$ cat config.mk
export PLATFORM = sky130hd
export DESIGN_NAME = piso_tx_sched
export DESIGN_NICKNAME = d
export VERILOG_FILES = /design/src/rtl/piso_tx_sched_pkg.sv /design/src/rtl/piso_shreg.sv /design/src/rtl/piso_tx_sched.sv
export SDC_FILE = /design/constraint.sdc
export NUM_CORES = 1
export LEC_CHECK = 0
export CAP_MARGIN = 25
export CORE_MARGIN = 4
export CORE_UTILIZATION = 44
export DETAILED_ROUTE_END_ITERATION = 7
export GPL_ROUTABILITY_DRIVEN = 0
export PLACE_DENSITY = 0.82
export SYNTH_ARGS = -nofsm -noshare
export SYNTH_HDL_FRONTEND = slang
export SYNTH_HIERARCHICAL = 1
export SYNTH_SLANG_ARGS = --single-unit
$ cat constraint.sdc
create_clock -name clk -period 1.92 [get_ports clk]
set_input_delay 0.192 -clock clk [delete_from_list [all_inputs] [get_ports clk]]
set_output_delay 0.192 -clock clk [all_outputs]
set_load 0.1 [all_outputs]
$ cat src/rtl/piso_tx_sched_pkg.sv
// Shared definitions for the two-requester PISO transmit scheduler.
//   state_e          : FSM state encoding (IDLE / SHIFT / GAP)
//   REQ0 / REQ1      : requester identifiers as carried on grant_id
//   DEFAULT_WIDTH    : default word width
//   DEFAULT_GAP      : default idle cycles after each frame
//   gap_cnt_w()      : width of the gap counter, never below one bit
package piso_tx_sched_pkg;

  typedef enum logic [1:0] {
    ST_IDLE  = 2'd0,
    ST_SHIFT = 2'd1,
    ST_GAP   = 2'd2
  } state_e;

  localparam logic REQ0 = 1'b0;
  localparam logic REQ1 = 1'b1;

  localparam int DEFAULT_WIDTH = 4;
  localparam int DEFAULT_GAP   = 1;

  // A zero-length gap still needs a legal (one-bit) counter declaration.
  function automatic int gap_cnt_w(input int gap);
    return ($clog2(gap + 1) < 1) ? 1 : $clog2(gap + 1);
  endfunction

endpackage

$ cat src/rtl/piso_shreg.sv
// Parallel-in / serial-out shift register, MSB first.
//   clk, rst : clock and synchronous active-high reset
//   load     : capture din (wins over shift)
//   shift    : shift left by one, filling with 0
//   din      : parallel word
//   dout     : current MSB
module piso_shreg
  import piso_tx_sched_pkg::*;
#(
  parameter int WIDTH = DEFAULT_WIDTH
) (
  input  logic             clk,
  input  logic             rst,
  input  logic             load,
  input  logic             shift,
  input  logic [WIDTH-1:0] din,
  output logic             dout
);

  logic [WIDTH-1:0] sh_q;
  logic [WIDTH-1:0] sh_d;

  always_comb begin
    sh_d = sh_q;
    if (load) begin
      sh_d = din;
    end else if (shift) begin
      sh_d = {sh_q[WIDTH-2:0], 1'b0};
    end
  end

  always_ff @(posedge clk) begin
    if (rst) begin
      sh_q <= '0;
    end else begin
      sh_q <= sh_d;
    end
  end

  assign dout = sh_q[WIDTH-1];

endmodule

$ cat src/rtl/piso_tx_sched.sv
// Round-robin scheduler for two word sources feeding one serial line.
// A granted word is loaded on the handshake edge and shifted out MSB first,
// framed by ser_valid / frame_start / frame_done, followed by GAP idle cycles.
//   clk, rst                 : clock, synchronous active-high reset
//   reqN_valid/data/ready    : per-requester valid/ready word interface
//   ser_out, ser_valid       : serial bit and its qualifier
//   frame_start, frame_done  : pulses on the first and last bit of a frame
//   grant_id                 : owner of the current/last frame
//   busy                     : high whenever the FSM is not idle
module piso_tx_sched
  import piso_tx_sched_pkg::*;
#(
  parameter int WIDTH = DEFAULT_WIDTH,
  parameter int GAP   = DEFAULT_GAP
) (
  input  logic             clk,
  input  logic             rst,
  input  logic             req0_valid,
  input  logic [WIDTH-1:0] req0_data,
  output logic             req0_ready,
  input  logic             req1_valid,
  input  logic [WIDTH-1:0] req1_data,
  output logic             req1_ready,
  output logic             ser_out,
  output logic             ser_valid,
  output logic             frame_start,
  output logic             frame_done,
  output logic             grant_id,
  output logic             busy
);

  localparam int CNT_W = $clog2(WIDTH);
  localparam int GAP_W = gap_cnt_w(GAP);

  localparam logic [CNT_W-1:0] LAST_BIT     = CNT_W'(WIDTH - 1);
  localparam logic [CNT_W-1:0] PREV_TO_LAST = CNT_W'(WIDTH - 2);
  localparam logic [GAP_W-1:0] LAST_GAP     = GAP_W'((GAP > 0) ? GAP - 1 : 0);

  state_e           state_q, state_d;
  logic [CNT_W-1:0] bit_cnt_q, bit_cnt_d;
  logic [GAP_W-1:0] gap_cnt_q, gap_cnt_d;
  logic             prio_q, prio_d;
  logic             grant_q, grant_d;
  logic             ser_valid_q, ser_valid_d;
  logic             frame_start_q, frame_start_d;
  logic             frame_done_q, frame_done_d;
  logic             busy_q, busy_d;

  logic             gnt;
  logic             hs;
  logic             shreg_dout;
  logic [WIDTH-1:0] load_word;

  // Arbiter: the priority holder only matters when both sources are valid.
  // Ready is suppressed during reset so no word is lost into a clearing shifter.
  always_comb begin
    if (req0_valid && req1_valid) begin
      gnt = prio_q;
    end else if (req1_valid) begin
      gnt = REQ1;
    end else begin
      gnt = REQ0;
    end
    hs = (state_q == ST_IDLE) && !rst && (req0_valid || req1_valid);
  end

  assign req0_ready = hs && (gnt == REQ0);
  assign req1_ready = hs && (gnt == REQ1);
  assign load_word  = (gnt == REQ1) ? req1_data : req0_data;

  piso_shreg #(.WIDTH(WIDTH)) u_shreg (
    .clk   (clk),
    .rst   (rst),
    .load  (hs),
    .shift (state_q == ST_SHIFT),
    .din   (load_word),
    .dout  (shreg_dout)
  );

  always_comb begin
    state_d       = state_q;
    bit_cnt_d     = bit_cnt_q;
    gap_cnt_d     = gap_cnt_q;
    prio_d        = prio_q;
    grant_d       = grant_q;
    ser_valid_d   = ser_valid_q;
    frame_start_d = 1'b0;
    frame_done_d  = 1'b0;
    busy_d        = busy_q;
    case (state_q)
      ST_IDLE: begin
        if (hs) begin
          state_d       = ST_SHIFT;
          bit_cnt_d     = '0;
          grant_d       = gnt;
          prio_d        = ~gnt;
          ser_valid_d   = 1'b1;
          frame_start_d = 1'b1;
          busy_d        = 1'b1;
        end
      end
      ST_SHIFT: begin
        if (bit_cnt_q == LAST_BIT) begin
          ser_valid_d = 1'b0;
          gap_cnt_d   = '0;
          if (GAP > 0) begin
            state_d = ST_GAP;
            busy_d  = 1'b1;
          end else begin
            state_d = ST_IDLE;
            busy_d  = 1'b0;
          end
        end else begin
          bit_cnt_d    = bit_cnt_q + CNT_W'(1);
          // Strobes are registered, so raise frame_done one bit early.
          frame_done_d = (bit_cnt_q == PREV_TO_LAST);
        end
      end
      ST_GAP: begin
        if (gap_cnt_q == LAST_GAP) begin
          state_d = ST_IDLE;
          busy_d  = 1'b0;
        end else begin
          gap_cnt_d = gap_cnt_q + GAP_W'(1);
        end
      end
      default: begin
        state_d     = ST_IDLE;
        ser_valid_d = 1'b0;
        busy_d      = 1'b0;
      end
    endcase
  end

  always_ff @(posedge clk) begin
    if (rst) begin
      state_q       <= ST_IDLE;
      bit_cnt_q     <= '0;
      gap_cnt_q     <= '0;
      prio_q        <= REQ0;
      grant_q       <= REQ0;
      ser_valid_q   <= 1'b0;
      frame_start_q <= 1'b0;
      frame_done_q  <= 1'b0;
      busy_q        <= 1'b0;
    end else begin
      state_q       <= state_d;
      bit_cnt_q     <= bit_cnt_d;
      gap_cnt_q     <= gap_cnt_d;
      prio_q        <= prio_d;
      grant_q       <= grant_d;
      ser_valid_q   <= ser_valid_d;
      frame_start_q <= frame_start_d;
      frame_done_q  <= frame_done_d;
      busy_q        <= busy_d;
    end
  end

  // The shifter drains to zero after the last bit, but gate anyway so the
  // line is guaranteed quiet outside a frame.
  assign ser_out     = ser_valid_q & shreg_dout;
  assign ser_valid   = ser_valid_q;
  assign frame_start = frame_start_q;
  assign frame_done  = frame_done_q;
  assign grant_id    = grant_q;
  assign busy        = busy_q;

endmodule

==> out/qor.txt <==
Routed wire length = 1.385 mm
DIE WIDTH = 46.42 um
PortBufs = 19
Max VDD drop = 0.4285 mV
Final critical-path required period = 1.790 ns
First-pass GRT wire length = 2.180 mm
Clock root buffer = clkbuf_4
Slew HR = 67.96%
Fmax = 0.5588 GHz
Initial core utilization = 48.10%
CP arrival = 1.60 ns
Dpl ws = 0.1562 ns
Initial drt markers = 2
Core area = 1350 um2
Setup violations, final = 0
Final setup margin = 0.1304 ns
Distinct cell type count after synthesis = 25
Layout cells sized above 1 = 29.21%
P&R area growth vs syn = 41.62%
Max Cap Viol = 0
Layer with the highest usage = met2
First-pass iteration count of the detailed router = 2
Hold-fix buffers, CTS = 0
Syn_nets = 78
R2R Path Start = bit_cnt_q[0]
Crit share post-route = 93.21%
Met1 Track Usage GR = 15.69%
DP HPWL = 1.093 mm
Yosys warnings = 6
Multi-input logic area = 340.3 um2
RSZ-0062 raised after global routing = no
Status = complete, no violations
Clk sink count = 14
Synthesized instance count = 64
Routed wire per std cell = 13.32 um
Antenna-violating nets left = 0
R2R setup slack = 0.40 ns
Clock Tree Buf Depth = 2
GRT met3 Usage = 5.859%
Clock latency at the later pin of the worst-skew pair = 0.28 ns
Fin. max-slew vios = 0
Syn Std Cell Area = 649.4 um2
Largest net degree at the start of global routing = 16
Die area = 2154 um2
Syn_area_per_cell = 10.15 um2
Reg2reg path depth = 4
# DRC = 0
Max FO, Critical Path = 5
CTS H-tree lvls = 1
GRT Overall Usage = 14.47%
Fillcell total = 99
Gr ovfl total = 0
Clk pin slew, worst setup/hold paths = 0.08 ns
Routed via count = 531
# Post-CTS Setup Buffers = 0
Worst Hold Depth = 2
Seq/Total Area, Yosys = 43.16%
Total negative slack = 0 ns
Post-synthesis sequential element count = 14
Setup crit end kind = output port
Die height = 46.42 um
Reg area = 280.3 um2
Antenna violations before repair = 0
# nets final = 104
Cell leakage power = 0.3952 nW
Hold path start = ser_valid
Worst path required time = 1.73 ns
Critical path class = reg2out
Antenna diode count = 0
CTS tree = yes
Final Hold Vio Count = 0
Worst Hold Path EP = ser_valid
# rows = 13
# resized after CTS = 0
CP startpoint = state_q[0]
Routing usage on met2 = 25.82%
Vias per cell = 5.106
Least-Margin Pin Slew = 0.4796 ns
Post-Route Skew = 0.004398 ns
Num CTS Buffers = 3
Crit start category = register
Reg-to-Reg End = bit_cnt_q[0]
Min-delay worst type = reg2reg
PwrDens = 839.5 nW/um2
Vias in the first global route = 498
IO Pins = 20
## critical path: stages, from the launching register on
cell	delay (ns)
dfxtp_1	0.35
or4_4	0.57
inv_2	0.07
and2_2	0.15
buf_12	0.17
## final cells by class
class | count | area share [%]
clock buffer | 4 | 3.946
inverter | 5 | 2.041
multi-input combinational | 43 | 37.01
sequential | 14 | 30.48
tap | 15 | 2.041
timing repair buffer | 23 | 24.49
## worst max-delay path by stage
stage / to / slack [ns] / cells after the start
after floorplan: req1_ready / -0.06 / 3
after global placement: prio_q / 0.18 / 5
after detailed placement: prio_q / 0.16 / 5
after CTS: req0_ready / 0.12 / 4
after global routing: req0_ready / 0.07 / 4
final: req0_ready / 0.13 / 4
## flip-flops by register name (all words and copies together), names as in the netlist
name,count
u_shreg/sh_q,4
bit_cnt_q,2
state_q,2
busy,1
frame_done,1
frame_start,1
grant_id,1
prio_q,1
ser_valid,1
## cell usage after synthesis
cell | n | area share, %
clkbuf_1 | 1 | 0.58
mux2_4 | 1 | 2.3
or3_1 | 1 | 0.96
and3b_1 | 1 | 1.3
o32ai_1 | 1 | 1.3
or4_4 | 1 | 1.7
or3b_1 | 2 | 2.7
a21oi_1 | 3 | 2.3
nor4bb_1 | 1 | 1.5
dfxtp_1 | 14 | 43
mux2_2 | 4 | 6.9
inv_2 | 1 | 0.58
ha_1 | 2 | 3.9
nand3b_1 | 3 | 3.5
mux2i_1 | 4 | 6.2
nor2_1 | 2 | 1.2
a211oi_1 | 4 | 4.6
nand2_1 | 2 | 1.2
o21ai_1 | 1 | 0.77
and2_1 | 2 | 1.9
inv_1 | 4 | 2.3
nor2b_1 | 5 | 4.8
o21ai_0 | 2 | 1.5
nand2b_1 | 1 | 0.96
buf_6 | 1 | 1.7
## cell families after synthesis
group / count (synthesis) / share of synthesized area (%)
buffers and inverters: 7 / 5.200
flip-flops: 14 / 43.16
AO/OA/AOI/OAI: 11 / 10.60
AND/OR/NAND/NOR: 21 / 21.77
adder cells (fa/ha/maj): 2 / 3.853
multiplexers: 9 / 15.41
## where the power goes
part	total (mW)	internal [mW]	switching, mW
clock	0.210	0.115	0.0944
sequential	0.328	0.314	0.0145
combinational	0.234	0.0912	0.143
total	0.772	0.520	0.252
## per-stage QoR
step / instance area (um2) / hold WS (ns) / utilization (%) / cells / total power, mW
after floorplan: 654.4 / 0.2611 / - / 64 / 0.4965
after global placement: 883.3 / 0.4649 / 65.43 / 100 / 0.5651
after detailed placement: 883.3 / 0.4818 / 65.43 / 100 / 0.5694
after CTS: 919.6 / 0.4940 / 68.12 / 104 / 0.7804
after global routing: 919.6 / 0.5226 / 68.12 / 104 / 0.8103
final: 919.6 / 0.4915 / 68.12 / 104 / 0.7720
## cell usage in the layout (no fill, tap or decap), types with 2 or more instances in the layout
master           Yosys  final
ha_1                 2      2
mux2i_1              4      4
a21oi_1              3      3
nand3b_1             3      3
buf_12               0      2
a211oi_1             4      4
mux2_2               4      4
and2_2               0      2
inv_1                4      4
dfxtp_1             14     14
or3b_1               2      2
nor2b_1              5      5
o21ai_0              2      2
buf_4                0     10
clkbuf_4             0      3
nand2_1              2      2
clkdlybuf4s50_1      0     11
## per-layer routing
layer  routed length (um)  part of all wire (%)
met5                    0                     0
met4                    0                     0
met3                   82                   5.9
met2                  719                    52
met1                  584                    42
No activity file was read; power rests on OpenSTA's default activity.
